==> src/rtl/led_scan_capture.sv <==
// Reads back a 4-digit multiplexed 7-segment scan and rebuilds one 16-bit hex word per complete frame.
// Optional FRAME_TIMEOUT_EN: discards a partial frame after TIMEOUT idle cycles.
module led_scan_capture #(
  parameter int SETTLE         = 2,
  parameter int SEG_ACTIVE_LOW = 1,
  parameter int TIMEOUT        = 1024
) (
  input  logic        clk,
  input  logic        reset,
  input  logic [3:0]  an,
  input  logic [6:0]  seg,
  output logic [15:0] word,
  output logic        valid,
  output logic        digit_err,
  output logic        timeout
);

  typedef enum logic [1:0] {
    ST_IDLE   = 2'd0,
    ST_SETTLE = 2'd1,
    ST_HOLD   = 2'd2
  } state_t;

  state_t          r_state;
  state_t          w_state_nxt;

  logic [3:0]      r_an_q;
  logic [6:0]      r_seg_q;
  logic            r_chg;
  logic [3:0]      r_cnt;
  logic            r_multi_d;
  logic [3:0]      r_mask;
  logic [3:0][3:0] r_slot;
  logic [15:0]     r_word;
  logic            r_valid;
  logic            r_err;
  logic            r_to;

  logic            w_one_low;
  logic            w_all_hi;
  logic            w_multi;
  logic            w_stable;
  logic [6:0]      w_pat;
  logic [3:0]      w_code;
  logic            w_dec_ok;
  logic [1:0]      w_idx;
  logic            w_cap;
  logic            w_bad;
  logic [3:0]      w_mask_nxt;
  logic [3:0][3:0] w_slot_nxt;

  assign w_all_hi  = (r_an_q == 4'b1111);
  assign w_one_low = (r_an_q == 4'b1110) || (r_an_q == 4'b1101) ||
                     (r_an_q == 4'b1011) || (r_an_q == 4'b0111);
  assign w_multi   = !w_one_low && !w_all_hi;
  assign w_stable  = (r_cnt == 4'(SETTLE));
  assign w_pat     = (SEG_ACTIVE_LOW != 0) ? r_seg_q : ~r_seg_q;

  // Table is in active-low form; w_pat is already normalised to it.
  always_comb begin
    w_code   = 4'h0;
    w_dec_ok = 1'b1;
    case (w_pat)
      7'b0000001: w_code = 4'h0;
      7'b1001111: w_code = 4'h1;
      7'b0010010: w_code = 4'h2;
      7'b0000110: w_code = 4'h3;
      7'b1001100: w_code = 4'h4;
      7'b0100100: w_code = 4'h5;
      7'b0100000: w_code = 4'h6;
      7'b0001111: w_code = 4'h7;
      7'b0000000: w_code = 4'h8;
      7'b0000100: w_code = 4'h9;
      7'b0001000: w_code = 4'hA;
      7'b1100000: w_code = 4'hB;
      7'b0110001: w_code = 4'hC;
      7'b1000010: w_code = 4'hD;
      7'b0110000: w_code = 4'hE;
      7'b0111000: w_code = 4'hF;
      default:    w_dec_ok = 1'b0;
    endcase
  end

  always_comb begin
    w_idx = 2'd0;
    case (r_an_q)
      4'b1110: w_idx = 2'd0;
      4'b1101: w_idx = 2'd1;
      4'b1011: w_idx = 2'd2;
      4'b0111: w_idx = 2'd3;
      default: w_idx = 2'd0;
    endcase
  end

  always_comb begin
    w_mask_nxt        = r_mask;
    w_mask_nxt[w_idx] = 1'b1;
    w_slot_nxt        = r_slot;
    w_slot_nxt[w_idx] = w_code;
  end

  always_ff @(posedge clk) begin
    if (reset) r_state <= ST_IDLE;
    else       r_state <= w_state_nxt;
  end

  // A settled digit is taken the first cycle the stability counter hits SETTLE,
  // so IDLE and HOLD may capture directly when SETTLE is 1.
  always_comb begin
    w_state_nxt = r_state;
    w_cap       = 1'b0;
    w_bad       = 1'b0;
    if (w_multi) begin
      w_state_nxt = ST_IDLE;
    end else begin
      case (r_state)
        ST_IDLE: begin
          if (w_one_low) begin
            if (w_stable) begin
              w_cap       = w_dec_ok;
              w_bad       = !w_dec_ok;
              w_state_nxt = ST_HOLD;
            end else begin
              w_state_nxt = ST_SETTLE;
            end
          end
        end
        ST_SETTLE: begin
          if (w_all_hi) begin
            w_state_nxt = ST_IDLE;
          end else if (w_stable) begin
            w_cap       = w_dec_ok;
            w_bad       = !w_dec_ok;
            w_state_nxt = ST_HOLD;
          end
        end
        ST_HOLD: begin
          if (r_chg) begin
            if (w_all_hi) begin
              w_state_nxt = ST_IDLE;
            end else if (w_stable) begin
              w_cap       = w_dec_ok;
              w_bad       = !w_dec_ok;
              w_state_nxt = ST_HOLD;
            end else begin
              w_state_nxt = ST_SETTLE;
            end
          end
        end
        default: w_state_nxt = ST_IDLE;
      endcase
    end
  end

`ifdef FRAME_TIMEOUT_EN
  localparam int TW = $clog2(TIMEOUT + 1);
  logic [TW-1:0] r_to_cnt;
  logic          w_to_fire;

  assign w_to_fire = !w_cap && (r_mask != 4'b0000) && (r_to_cnt == TW'(TIMEOUT - 1));

  always_ff @(posedge clk) begin
    if (reset) begin
      r_to_cnt <= '0;
    end else if (w_cap || (r_mask == 4'b0000) || w_to_fire) begin
      r_to_cnt <= '0;
    end else begin
      r_to_cnt <= r_to_cnt + 1'b1;
    end
  end
`else
  logic w_to_fire;
  assign w_to_fire = 1'b0;
`endif

  always_ff @(posedge clk) begin
    if (reset) begin
      r_an_q    <= 4'b1111;
      r_seg_q   <= 7'b0;
      r_chg     <= 1'b0;
      r_cnt     <= 4'd0;
      r_multi_d <= 1'b0;
      r_mask    <= 4'b0;
      r_slot    <= '0;
      r_word    <= 16'h0;
      r_valid   <= 1'b0;
      r_err     <= 1'b0;
      r_to      <= 1'b0;
    end else begin
      r_an_q    <= an;
      r_seg_q   <= seg;
      r_chg     <= ({an, seg} != {r_an_q, r_seg_q});
      if ({an, seg} != {r_an_q, r_seg_q})
        r_cnt <= 4'd1;
      else if (r_cnt != 4'(SETTLE))
        r_cnt <= r_cnt + 4'd1;
      r_multi_d <= w_multi;
      r_valid   <= 1'b0;
      r_err     <= w_bad || (w_multi && !r_multi_d);
      r_to      <= 1'b0;
      if (w_cap) begin
        r_slot <= w_slot_nxt;
        if (w_mask_nxt == 4'b1111) begin
          r_word  <= w_slot_nxt;
          r_valid <= 1'b1;
          r_mask  <= 4'b0;
        end else begin
          r_mask  <= w_mask_nxt;
        end
      end else if (w_to_fire) begin
        r_mask <= 4'b0;
        r_to   <= 1'b1;
      end
    end
  end

  assign word      = r_word;
  assign valid     = r_valid;
  assign digit_err = r_err;
  assign timeout   = r_to;

endmodule

==> config.mk <==
export PLATFORM = sky130hd
export DESIGN_NAME = led_scan_capture
export DESIGN_NICKNAME = d
export VERILOG_FILES = /design/src/rtl/led_scan_capture.sv
export SDC_FILE = /design/constraint.sdc
export NUM_CORES = 1
export LEC_CHECK = 0
export ABC_AREA = 0
export ABC_CLOCK_PERIOD_IN_PS = 2400
export CORE_ASPECT_RATIO = 0.5
export CORE_UTILIZATION = 56
export CTS_BUF_LIST = sky130_fd_sc_hd__clkbuf_8 sky130_fd_sc_hd__clkbuf_16
export DETAILED_ROUTE_END_ITERATION = 7
export PLACE_DENSITY = 0.79
export SKIP_LAST_GASP = 1
export SLEW_MARGIN = 20
export SYNTH_ARGS = -nofsm -noshare
export SYNTH_HDL_FRONTEND = slang
export SYNTH_SLANG_ARGS = --single-unit
==> constraint.sdc <==
create_clock -name clk -period 2.4 [get_ports clk]
set_input_delay 0.6 -clock clk [delete_from_list [all_inputs] [get_ports clk]]
set_output_delay 0.6 -clock clk [all_outputs]
set_load 0.1 [all_outputs]
==> impl_metrics.json <==
{
  "status": "finished, final reports clean",
  "total_power_mw": 2.138,
  "path_cells": "and4_1 -> a211oi_1 -> o311ai_4 -> o211a_1 -> mux2i_1",
  "wl_per_cell_um": 15.60,
  "critPathKind": "flip-flop to flip-flop",
  "leakagePower_nw": 1.516,
  "clockRootBuffer": "clkbuf_8",
  "rsz0062_at_grt": "false",
  "core-area_um2": 5045,
  "antenna_found_initial": 0,
  "finalHoldViolCount": 0,
  "postRouteAntennaNets": 0,
  "p_int_mw": 1.559,
  "grt_pass1_wl_um": 11210,
  "cts_setup_buffers": 0,
  "htree_levels": 3,
  "maxSlewHeadroom_pct": 56.77,
  "hold_path.class": "flip-flop to flip-flop",
  "multi_input_area_um2": 1678,
  "seq_area_frac_synth_pct": 37.78,
  "fp.dieArea_um2": 5709,
  "max_freq_mhz": 460.7,
  "pwr-share-seq_pct": 46.9,
  "clk_latency_ns": 0.35,
  "p_per_area_nw_per_um2": 614.4,
  "fp.dieH_um": 53.93,
  "setup_viol": 0,
  "arrival_ns": 2.45,
  "dr.pass1.iters": 4,
  "final_nets": 367,
  "cts_tree": "built",
  "antennaDiodeCount": 0,
  "grt_use_total_pct": 26.00,
  "cap_violations": 0,
  "io_buffers": 30,
  "max_stage_delay_ns": 0.64,
  "critPathCaptureType": "flip-flop",
  "ir_drop_uv": 400.5,
  "clkPwrFrac_pct": 42.0,
  "setup.worst_path.start_class": "flip-flop",
  "synth_warnings": 0,
  "crit_required_ns": 2.68,
  "route.top_layer_used": "met4",
  "wl_met3_um": 377,
  "start_util_pct": 59.87,
  "dp_hpwl_um": 4652,
  "numCtsBuffers": 9,
  "fill_cells": 394,
  "p_sw_share_pct": 27.09,
  "postSynth.asyncResetShare_pct": 0,
  "gp_congestion": 0.7929,
  "grt_pass1_vias": 2326,
  "cts-hold-fix-buffers": 0,
  "drive_above_1_share_pct": 17.98,
  "pwr-share-comb_pct": 11.1,
  "min_period_ns": 2.170,
  "avgSynthCellArea_um2": 9.209,
  "cts.path.max_buffers": 2,
  "num_rows": 18,
  "fin_tns_setup_ns": 0,
  "syn_inst": 328,
  "wl_met2_um": 3066,
  "grt_overflow_total": 0,
  "yosys.cell_types.count": 58,
  "clock_sinks": 57,
  "die_w_um": 105.9,
  "wl_met1_um": 3120,
  "io_pins": 32,
  "slew_violations": 0,
  "slowest_stage": "dfxtp_1",
  "wirelength_um": 6646,
  "vias": 2490,
  "remaining_drc_errors": 0,
  "seq_area_um2": 1142,
  "critPathMaxFanout": 14,
  "switchingPower_uw": 579.1,
  "synth_ff_type": "dfxtp_1",
  "grt_max_degree": 30,
  "fin_skew_ns": 0.01126,
  "synth_area_um2": 3020,
  "drt-initial-drc-count": 92,
  "area_growth_pct": 15.20,
  "fin_crit_sh_pct": 90.43,
  "via_per_inst": 5.845,
  "worst_slew_pin_slew_ns": 0.6426,
  "synth_edf_count": 0,
  "ys_ff_latch": 57,
  "syn_nets": 343,
  "clk_pin_slew_ns": 0.07
}
[critical path: cells and delay by family, from the launching register on]
family           cells  cell delay (ns)
AO/OA/AOI/OAI        3             0.97
multiplexers         1             0.23
AND/OR/NAND/NOR      1             0.26
flip-flops           1             0.64
[Yosys cell counts, drive strengths merged (2+ instances only)]
master / instances / area (um^2)
dfxtp: 57 / 1141
nand2: 41 / 153.9
mux2i: 32 / 320.3
nor2: 23 / 86.33
buf: 20 / 152.6
o21ai: 17 / 85.08
xor2: 14 / 122.6
o211ai: 9 / 87.59
a211oi: 8 / 82.58
nand3: 8 / 45.04
nor2b: 8 / 50.05
clkbuf: 7 / 26.28
nor3: 7 / 35.03
a21o: 6 / 45.04
inv: 6 / 22.52
or2: 6 / 37.54
nor4b: 5 / 58.80
a21oi: 4 / 20.02
and4b: 4 / 40.04
nand4: 4 / 25.02
nand4b: 4 / 35.03
o211a: 4 / 40.04
and4: 3 / 28.78
nor3b: 3 / 22.52
nor4: 3 / 18.77
a221oi: 2 / 23.77
and2: 2 / 12.51
ha: 2 / 25.02
nor4bb: 2 / 20.02
o21a: 2 / 15.01
o31ai: 2 / 15.01
[flip-flops by register name (all words and copies together), names as in the netlist]
register / count
r_cnt: 4
valid: 1
r_multi_d: 1
word: 16
digit_err: 1
r_chg: 1
r_an_q: 4
r_slot: 16
r_seg_q: 7
r_mask: 4
r_state: 2
[metrics by stage]
step / worst slack (ns) / utilization [%] / hold WS (ns) / area, um^2 / instances
3_3_place_gp: 0.1952 / 65.10 / 0.4414 / 3284 / 411
3_5_place_dp: 0.06924 / 65.10 / 0.4488 / 3284 / 411
2_1_floorplan: 0.5677 / - / 0.4349 / 3020 / 328
4_1_cts: 0.1539 / 68.95 / 0.4610 / 3478 / 426
6_report: 0.2296 / 68.97 / 0.4591 / 3480 / 426
5_1_grt: 0.04417 / 68.97 / 0.4770 / 3480 / 426
[power groups by stage]
stage               clock network [mW]  registers [mW]  logic (mW)
global route                     0.941            1.01       0.258
finish                           0.899            1.00       0.237
CTS                              0.904            1.00       0.235
detailed placement                   0            1.02       0.235
floorplan                            0            1.01       0.184
global placement                     0            1.02       0.229
[placed cells by master (no fill, tap or decap), drive strengths merged, types with 6 or more instances in the layout]
cell type      instances
a211oi                 8
o21ai                 17
o211ai                 9
nand2                 41
buf                   28
a21o                   6
nor2                  23
xor2                  14
nand3                  8
nor3                   7
or2                    6
dfxtp                 57
mux2i                 32
nor2b                  8
clkdlybuf4s50         12
clkbuf                10
inv                    6
[repair_timing]
item	4_1_cts	5_1_grt
hold endpoints to repair	0	0
resized for setup	0	1
endpoints found under the setup margin	0	6
[final timing paths]
check | start | endpoint | slack, ns | depth (start not counted)
max reg2reg | r_seg_q[6] | r_slot[2] | 0.23 | 5
min | r_slot[4] | r_slot[4] | 0.46 | 2
max | r_seg_q[6] | r_slot[2] | 0.23 | 5
min reg2reg | r_slot[4] | r_slot[4] | 0.46 | 2
[final cells by class]
type,count,share of cell area (%)
multi-input combinational,238,48.22
sequential,57,32.83
timing repair buffer,40,10.21
clock buffer,10,3.955
tap,70,2.517
clock inverter,5,1.618
inverter,6,0.6472
[cell families after synthesis]
| family | after synthesis | synth area share [%] |
|---|---|---|
| and+or+nand+nor | 126 | 22.83 |
| AOI/OAI and AO/OA | 62 | 16.82 |
| DFF | 57 | 37.78 |
| buffers and inverters | 33 | 6.669 |
| muxes | 32 | 10.60 |
| xor gates and xnor gates | 15 | 4.350 |
| adders and majority gates | 2 | 0.8284 |
| other | 1 | 0.1242 |
[layer usage]
layer	vias up	global-route usage (%)
met5	-	0
met4	0	8.102
met3	14	7.385
met2	70	44.99
met1	1189	32.35
li1	1217	-
Note: power is estimated with default switching activity, not from simulation.
